===== src/rtl/alu_arbiter.sv =====
// Two-port round-robin arbiter sequencing operations onto a shared registered ALU.
// Two-pass ops read the primary half, then the high half; illegal opcodes skip the ALU.
//
// state | meaning
// IDLE  | waiting for a request; grant issued combinationally
// LO    | primary half presented to the ALU
// HI    | high half presented, primary result captured
// FIN   | final ALU result captured
// RESP  | done pulse to the owning requester, result held
module alu_arbiter #(
   parameter logic [4:0] IDLE_F = 5'b11111
) (
   input  logic       CLK,
   input  logic       CLR,
   input  logic       req0,
   input  logic       req1,
   input  logic [3:0] a0,
   input  logic [3:0] b0,
   input  logic [3:0] a1,
   input  logic [3:0] b1,
   input  logic [4:0] f0,
   input  logic [4:0] f1,
   output logic       gnt0,
   output logic       gnt1,
   output logic       done0,
   output logic       done1,
   output logic [7:0] res,
   output logic       err,
   output logic       busy,
   output logic [3:0] alu_a,
   output logic [3:0] alu_b,
   output logic [4:0] alu_f,
   output logic       alu_v,
   input  logic [3:0] alu_y
);

   localparam logic [4:0] OP_ADD = 5'b00010;
   localparam logic [4:0] OP_SUB = 5'b00011;
   localparam logic [4:0] OP_MUL = 5'b00100;
   localparam logic [4:0] OP_DIV = 5'b00110;
   localparam logic [4:0] OP_AND = 5'b01000;
   localparam logic [4:0] OP_OR  = 5'b01100;
   localparam logic [4:0] OP_SHL = 5'b00000;
   localparam logic [4:0] OP_SHR = 5'b10000;

   typedef enum logic [2:0] {IDLE, LO, HI, FIN, RESP} state_t;

   function automatic logic op_legal(input logic [4:0] f);
      case (f)
         OP_ADD, OP_SUB, OP_MUL, OP_DIV, OP_AND, OP_OR, OP_SHL, OP_SHR: op_legal = 1'b1;
         default: op_legal = 1'b0;
      endcase
   endfunction

   function automatic logic op_two_pass(input logic [4:0] f);
      op_two_pass = (f == OP_ADD) || (f == OP_SUB) || (f == OP_MUL) || (f == OP_DIV);
   endfunction

   state_t     state_q, state_d;
   logic       ptr_q, ptr_d;
   logic       id_q, id_d;
   logic [3:0] a_q, a_d, b_q, b_d;
   logic [4:0] f_q, f_d;
   logic [7:0] res_q, res_d;
   logic       err_q, err_d;
   logic       done0_q, done0_d, done1_q, done1_d;
   logic       busy_q, busy_d;
   logic [3:0] alu_a_q, alu_a_d, alu_b_q, alu_b_d;
   logic [4:0] alu_f_q, alu_f_d;
   logic       alu_v_q, alu_v_d;
   logic       sel0, sel1;
   logic       drive;

   always_comb begin
      state_d = state_q;
      ptr_d   = ptr_q;
      id_d    = id_q;
      a_d     = a_q;
      b_d     = b_q;
      f_d     = f_q;
      res_d   = res_q;
      err_d   = err_q;
      // the pointer port only matters when both requests collide
      sel1    = (state_q == IDLE) && req1 && (!req0 || ptr_q);
      sel0    = (state_q == IDLE) && req0 && !sel1;
      case (state_q)
         IDLE: begin
            if (sel0 || sel1) begin
               id_d    = sel1;
               ptr_d   = !sel1;
               a_d     = sel1 ? a1 : a0;
               b_d     = sel1 ? b1 : b0;
               f_d     = sel1 ? f1 : f0;
               res_d   = 8'h00;
               err_d   = !op_legal(f_d);
               state_d = op_legal(f_d) ? LO : RESP;
            end
         end
         LO: state_d = op_two_pass(f_q) ? HI : FIN;
         HI: begin
            res_d[3:0] = alu_y;
            state_d    = FIN;
         end
         FIN: begin
            if (op_two_pass(f_q)) res_d[7:4] = alu_y;
            else                  res_d      = {4'h0, alu_y};
            state_d = RESP;
         end
         RESP:    state_d = IDLE;
         default: state_d = IDLE;
      endcase
      drive   = (state_d == LO) || (state_d == HI);
      alu_a_d = drive ? a_d : 4'h0;
      alu_b_d = drive ? b_d : 4'h0;
      alu_f_d = drive ? f_d : IDLE_F;
      alu_v_d = (state_d == HI);
      busy_d  = (state_d != IDLE);
      done0_d = (state_d == RESP) && !id_d;
      done1_d = (state_d == RESP) && id_d;
   end

   always_ff @(posedge CLK or posedge CLR) begin
      if (CLR) begin
         state_q <= IDLE;
         ptr_q   <= 1'b0;
         id_q    <= 1'b0;
         a_q     <= 4'h0;
         b_q     <= 4'h0;
         f_q     <= IDLE_F;
         res_q   <= 8'h00;
         err_q   <= 1'b0;
         done0_q <= 1'b0;
         done1_q <= 1'b0;
         busy_q  <= 1'b0;
         alu_a_q <= 4'h0;
         alu_b_q <= 4'h0;
         alu_f_q <= IDLE_F;
         alu_v_q <= 1'b0;
      end else begin
         state_q <= state_d;
         ptr_q   <= ptr_d;
         id_q    <= id_d;
         a_q     <= a_d;
         b_q     <= b_d;
         f_q     <= f_d;
         res_q   <= res_d;
         err_q   <= err_d;
         done0_q <= done0_d;
         done1_q <= done1_d;
         busy_q  <= busy_d;
         alu_a_q <= alu_a_d;
         alu_b_q <= alu_b_d;
         alu_f_q <= alu_f_d;
         alu_v_q <= alu_v_d;
      end
   end

   // grants are held off while reset is asserted
   assign gnt0  = sel0 && !CLR;
   assign gnt1  = sel1 && !CLR;
   assign done0 = done0_q;
   assign done1 = done1_q;
   assign res   = res_q;
   assign err   = err_q;
   assign busy  = busy_q;
   assign alu_a = alu_a_q;
   assign alu_b = alu_b_q;
   assign alu_f = alu_f_q;
   assign alu_v = alu_v_q;

endmodule

===== config.mk =====
export PLATFORM = sky130hd
export DESIGN_NAME = alu_arbiter
export DESIGN_NICKNAME = d
export VERILOG_FILES = /design/src/rtl/alu_arbiter.sv
export SDC_FILE = /design/constraint.sdc
export NUM_CORES = 1
export LEC_CHECK = 0
export CORE_MARGIN = 4
export CORE_UTILIZATION = 30
export DETAILED_ROUTE_END_ITERATION = 7
export SYNTH_ARGS = -nofsm -noshare
export SYNTH_HDL_FRONTEND = slang
export SYNTH_SLANG_ARGS = --single-unit

===== constraint.sdc =====
create_clock -name CLK -period 5.2 [get_ports CLK]
set_input_delay 1.04 -clock CLK [delete_from_list [all_inputs] [get_ports CLK]]
set_output_delay 1.04 -clock CLK [all_outputs]
set_load 0.01 [all_outputs]

# Word-level counts from Yosys, hierarchy flattened
# Memories as Yosys holds them, arrays and structs flattened.
# Index checks and enable logic that the tools add are counted.
# W data, S select, Z words.
[classes] n_eq_ne=12 n_mux=27 reduce_logical=26
[ops] operator="$mux W4" n=10
[ops] operator="$mux W5" n=4
[ops] operator="$pmux W3 S4" n=1
[ops] operator="$pmux W4 S3" n=1
[ops] operator="$eq A5 B2 Y1 const B" n=2
[ops] operator="$eq A5 B3 Y1 const B" n=2
[ops] operator="$eq A3 B2 Y1 const B" n=3
[ops] operator="$logic_and A1 B1 Y1" n=8
[ops] operator="$mux W8" n=1
[ops] operator="$pmux W4 S2" n=1
[ops] operator="$mux W1" n=7
[ops] operator="$eq A3 B1 Y1 const B" n=2
[ops] operator="$logic_or A1 B1 Y1" n=6
[ops] operator="$mux W3" n=2
[ops] operator="$reduce_bool A3 Y1" n=2
[ops] operator="$logic_not A1 Y1" n=5
[ops] operator="$reduce_and A2 Y1" n=2
[ops] operator="$eq A3 B3 Y1 const B" n=1
[ops] operator="$logic_not A3 Y1" n=1
[ops] operator="$reduce_and A3 Y1" n=1
[ops] operator="$ne A2 B1 Y1 const B" n=1
[ops] operator="$ne A2 B2 Y1 const B" n=1
[ops] operator="$reduce_bool A2 Y1" n=1
[totals] register_bits=44 rom_bits=64 in_bits=34 out_inout_bits=28 elab_cells=83 memories=2
[memory_table] name="(no name shown)" words=32 width=1 read_ports=1 rd_ports_with_merged_regs=0 wr=0 line="49" rtl="case (f)"
[memory_table] name="(no name shown)" words=32 width=1 read_ports=1 rd_ports_with_merged_regs=0 wr=0 line="49"

# Depth between registers and ports, before layout
[depth] depth_word=14 depth_mapped=8 depth_no_buf=5

# Least setup slack after synthesis
# OpenSTA, ideal clock, no wires.
[synth_path] path_type="in2out" start="in req0" end="out gnt0" arrival_ps=1897 required_ps=4160 slack_ps=2263 path_stages=5 path_buffers=2 cell_sequence="nand2b_1 > and3_1 > buf_4 > clkbuf_1 > nor3_1"
[synth_between] elab_chain_cells=6 word_cells_on_any_way=7 classes_between="reduce/logical (7)"
[synth_lines] item="from (decl)" line="15" rtl="input logic req0,"
[synth_lines] item="$logic_not A1 Y1" line="84" rtl="sel1 = (state_q == IDLE) && req1 && (!req0 || ptr_q);"
[synth_lines] item="$logic_or A1 B1 Y1" line="84"
[synth_lines] item="$logic_and A1 B1 Y1" line="84"
[synth_lines] item="$logic_not A1 Y1" line="85" rtl="sel0 = (state_q == IDLE) && req0 && !sel1;"
[synth_lines] item="$logic_and A1 B1 Y1 (*)" line="85"
[synth_lines] item="$logic_and A1 B1 Y1 (*)" line="159" rtl="assign gnt0 = sel0 && !CLR;"
[synth_lines] item="to (decl)" line="23" rtl="output logic gnt0,"
# Mark *: on every way between the ends. The rest lies on a longest branch, timed or not.

# Worst setup path after layout
# Ends and elaborated chain as after synthesis.

==> impl_metrics.ini <==
[status]
status = finished clean

[critical_path]
endpoint_kind = output pin
path_class = input pin to output pin
crit_fanout = 28
arrival_ns = 3.10
rrSetupSlack_ns = 2.25
cp.required_ns = 4.16
r2r_start = state_q[2]
cp-start-kind = input pin
reg2regPathDepth = 5
regToRegEndpoint = alu_f[0]

[clocking]
cts_resized = 0
clkSlewWorstSetupHoldPaths_ns = 0.08
clock_latency_ns = 0.29
clock_sinks = 44
cts_tree = yes
hold_buffers = 0
cts_buffer_depth = 2
cts_buffers = 5
cts_root_buffer = clkbuf_8
post-cts-setup-buffers = 0
htreeDepth = 2

[synthesis]
ys_ff_latch = 44
synth_top_area_share = 0.433
synth_fp_nets = 208
syn-instance-count = 174
synth_ff_type = dfrtp_1
yosysUniqueCellTypes = 37
synth_common_cells = dfrtp_1 (34), nand2_1 (17), o21ai_0 (17), mux2i_1 (14), nor2b_1 (14)
ys_seq_area_frac = 0.567
synth_edf_count = 0
syn_area_um2 = 1960
synth.most_common_cell = dfrtp_1
yosys_warnings = 0
syn_avg_cell_area_um2 = 11.3
synth_area_leaders = dfrtp_1 (43%), dfstp_2 (13%), mux2i_1 (7.1%)
synth_top_area_cell = dfrtp_1
async_reset_ff_frac = 1.00

[cells_and_area]
drive_gt1_frac = 0.102
utilization = 0.427
fin_nets = 269
syn_to_final_growth_pct = 38.1
fin_area_um2 = 2710
antenna_cells = 0
fin_cells = 313
fillCellCount = 636

[timing]
tns_ns = 0
report.final.slew_viol_count = 0
rsz0062_at_grt = no
fmax_mhz = 242
relSlewSlack = 0.376
worst_pin_slew_ns = 0.937
setup_viol = 0
timing.final.crit_share = 0.796
post-route-min-period_ns = 4.14
timing.final.hold_violations = 0
fin_skew_ns = 0.00481

[pwr]
ir_drop_uv = 215
p_leak_uw = 0.00108
powerDensity_nw_per_um2 = 480

[floorplan]
dieArea_um2 = 7900
dieWidth_um = 88.9
num_rows = 29
die_y_um = 88.9
io_pins = 62
core_um2 = 6350
initial_core_util = 0.309

[worst_hold_path]
holdPathEnd = err
worstHoldPathType = flop to flop
worstHoldStart = err
hold_depth = 1

[placed_design]
dp_cells = 305
placed_cell_area_um2 = 2630
place_hpwl_um = 3240
portBuffers = 61
gp_congestion = 0.746

[run]
drv_cap = 0

[detailed_routing]
first_pass_iters = 4
viasPerCell = 4.72
first_iter_violations = 36
num_vias = 1476
wl_per_cell_um = 14.3
remaining_drc_errors = 0
drt_wl_total_um = 4480
antenna_left = 0

[grt]
grt_pass1_vias = 1463
antenna_found_initial = 0
grt_pass1_wl_um = 7120
grt_usage = 0.118
grt_max_degree = 45
overflow = 0
[final cells by class]
| class | instances | area, um^2 | area share |
|---|---|---|---|
| Timing Repair Buffer | 62 | 618 | 0.228 |
| Sequential cell | 44 | 1110 | 0.411 |
| Tap cell | 77 | 96.3 | 0.0355 |
| Multi-Input combinational cell | 119 | 788 | 0.291 |
| Inverter | 3 | 11.3 | 0.00415 |
| Clock buffer | 6 | 72.6 | 0.0268 |
| Clock inverter | 2 | 11.3 | 0.00415 |
[cells by family (layout without fill, tap and decap cells)]
kind of cell    Yosys count  after routing  synth area share
flops                    44             44             0.567
compound gates           43             43             0.155
simple gates             62             62             0.175
buf+inv                  11             73            0.0312
mux                      14             14            0.0714
[routing by layer]
metal | part of all wire | up-vias | track usage
li1 | - | 720 | -
met2 | 0.44 | 46 | 0.178
met4 | 0.0094 | 0 | 0.0330
met1 | 0.47 | 704 | 0.164
met3 | 0.073 | 6 | 0.0369
met5 | 0 | - | 0
[worst max-delay path: stages]
cell and delay, ns:
clkdlybuf4s50_1 0.47, nand2b_1 0.14, and3_1 0.79, nor3_1 0.13
clkdlybuf4s50_1 0.53
[registers in the layout, indices dropped and copies added, names as in the netlist, 3 cells and up]
register / flops
res: 8
alu_f: 5
f_q: 5
a_q: 4
alu_a: 4
alu_b: 4
b_q: 4
state_q: 3
[cell usage in the layout (no fill, tap or decap)]
master,synthesis,layout
a21o_1,1,1
nor2b_1,14,14
dfrtp_1,34,34
o21ai_1,4,4
and2_1,2,2
mux2i_1,14,14
o21ai_0,17,17
o21ba_2,2,2
o21a_1,2,2
nand2_1,17,17
and3b_1,1,1
a21oi_1,4,4
a2111oi_4,1,1
or2_2,1,1
a21boi_0,1,1
a22o_1,4,4
nand4b_1,1,1
a22oi_1,1,1
nand2b_1,1,1
o221ai_1,1,1
dfstp_2,10,10
inv_1,3,2
o22ai_4,1,1
nand3_1,1,1
clkbuf_8,0,5
buf_4,3,1
nor3b_1,1,1
o31ai_1,4,4
nor4b_2,1,1
nor3_1,4,4
nor4b_1,1,1
clkinvlp_4,0,1
or2_1,5,5
nor2_1,9,9
clkbuf_1,3,1
and3_1,2,2
clkinv_1,0,2
nor3_4,1,1
clkdlybuf4s50_1,0,61
[worst max-delay path by stage]
stage,start,to,slack [ns],cells after the start
detailed placement,req0,gnt0,1.05,5
global route,req0,gnt0,0.91,5
floorplan,req0,gnt0,2.26,5
global placement,req0,gnt0,1.08,5
finish,req0,gnt0,1.06,5
CTS,req0,gnt0,1.04,5
[per-stage QoR]
| step | hold slack, ns | worst slack [ns] | power [uW] |
|---|---|---|---|
| after floorplan | 0.457 | 2.26 | 901 |
| after global placement | 0.481 | 1.08 | 1100 |
| after detailed placement | 0.493 | 1.05 | 1110 |
| after CTS | 0.512 | 1.04 | 1320 |
| after global routing | 0.524 | 0.913 | 1400 |
| final | 0.507 | 1.06 | 1300 |
[report_power, final]
| group | internal [uW] | switching [uW] | leakage (uW) |
|---|---|---|---|
| registers | 490 | 74.9 | 0.000548 |
| logic | 276 | 254 | 0.000489 |
| clock network | 93.2 | 113 | 0.0000388 |
No activity file was read; power rests on OpenSTA's default activity.
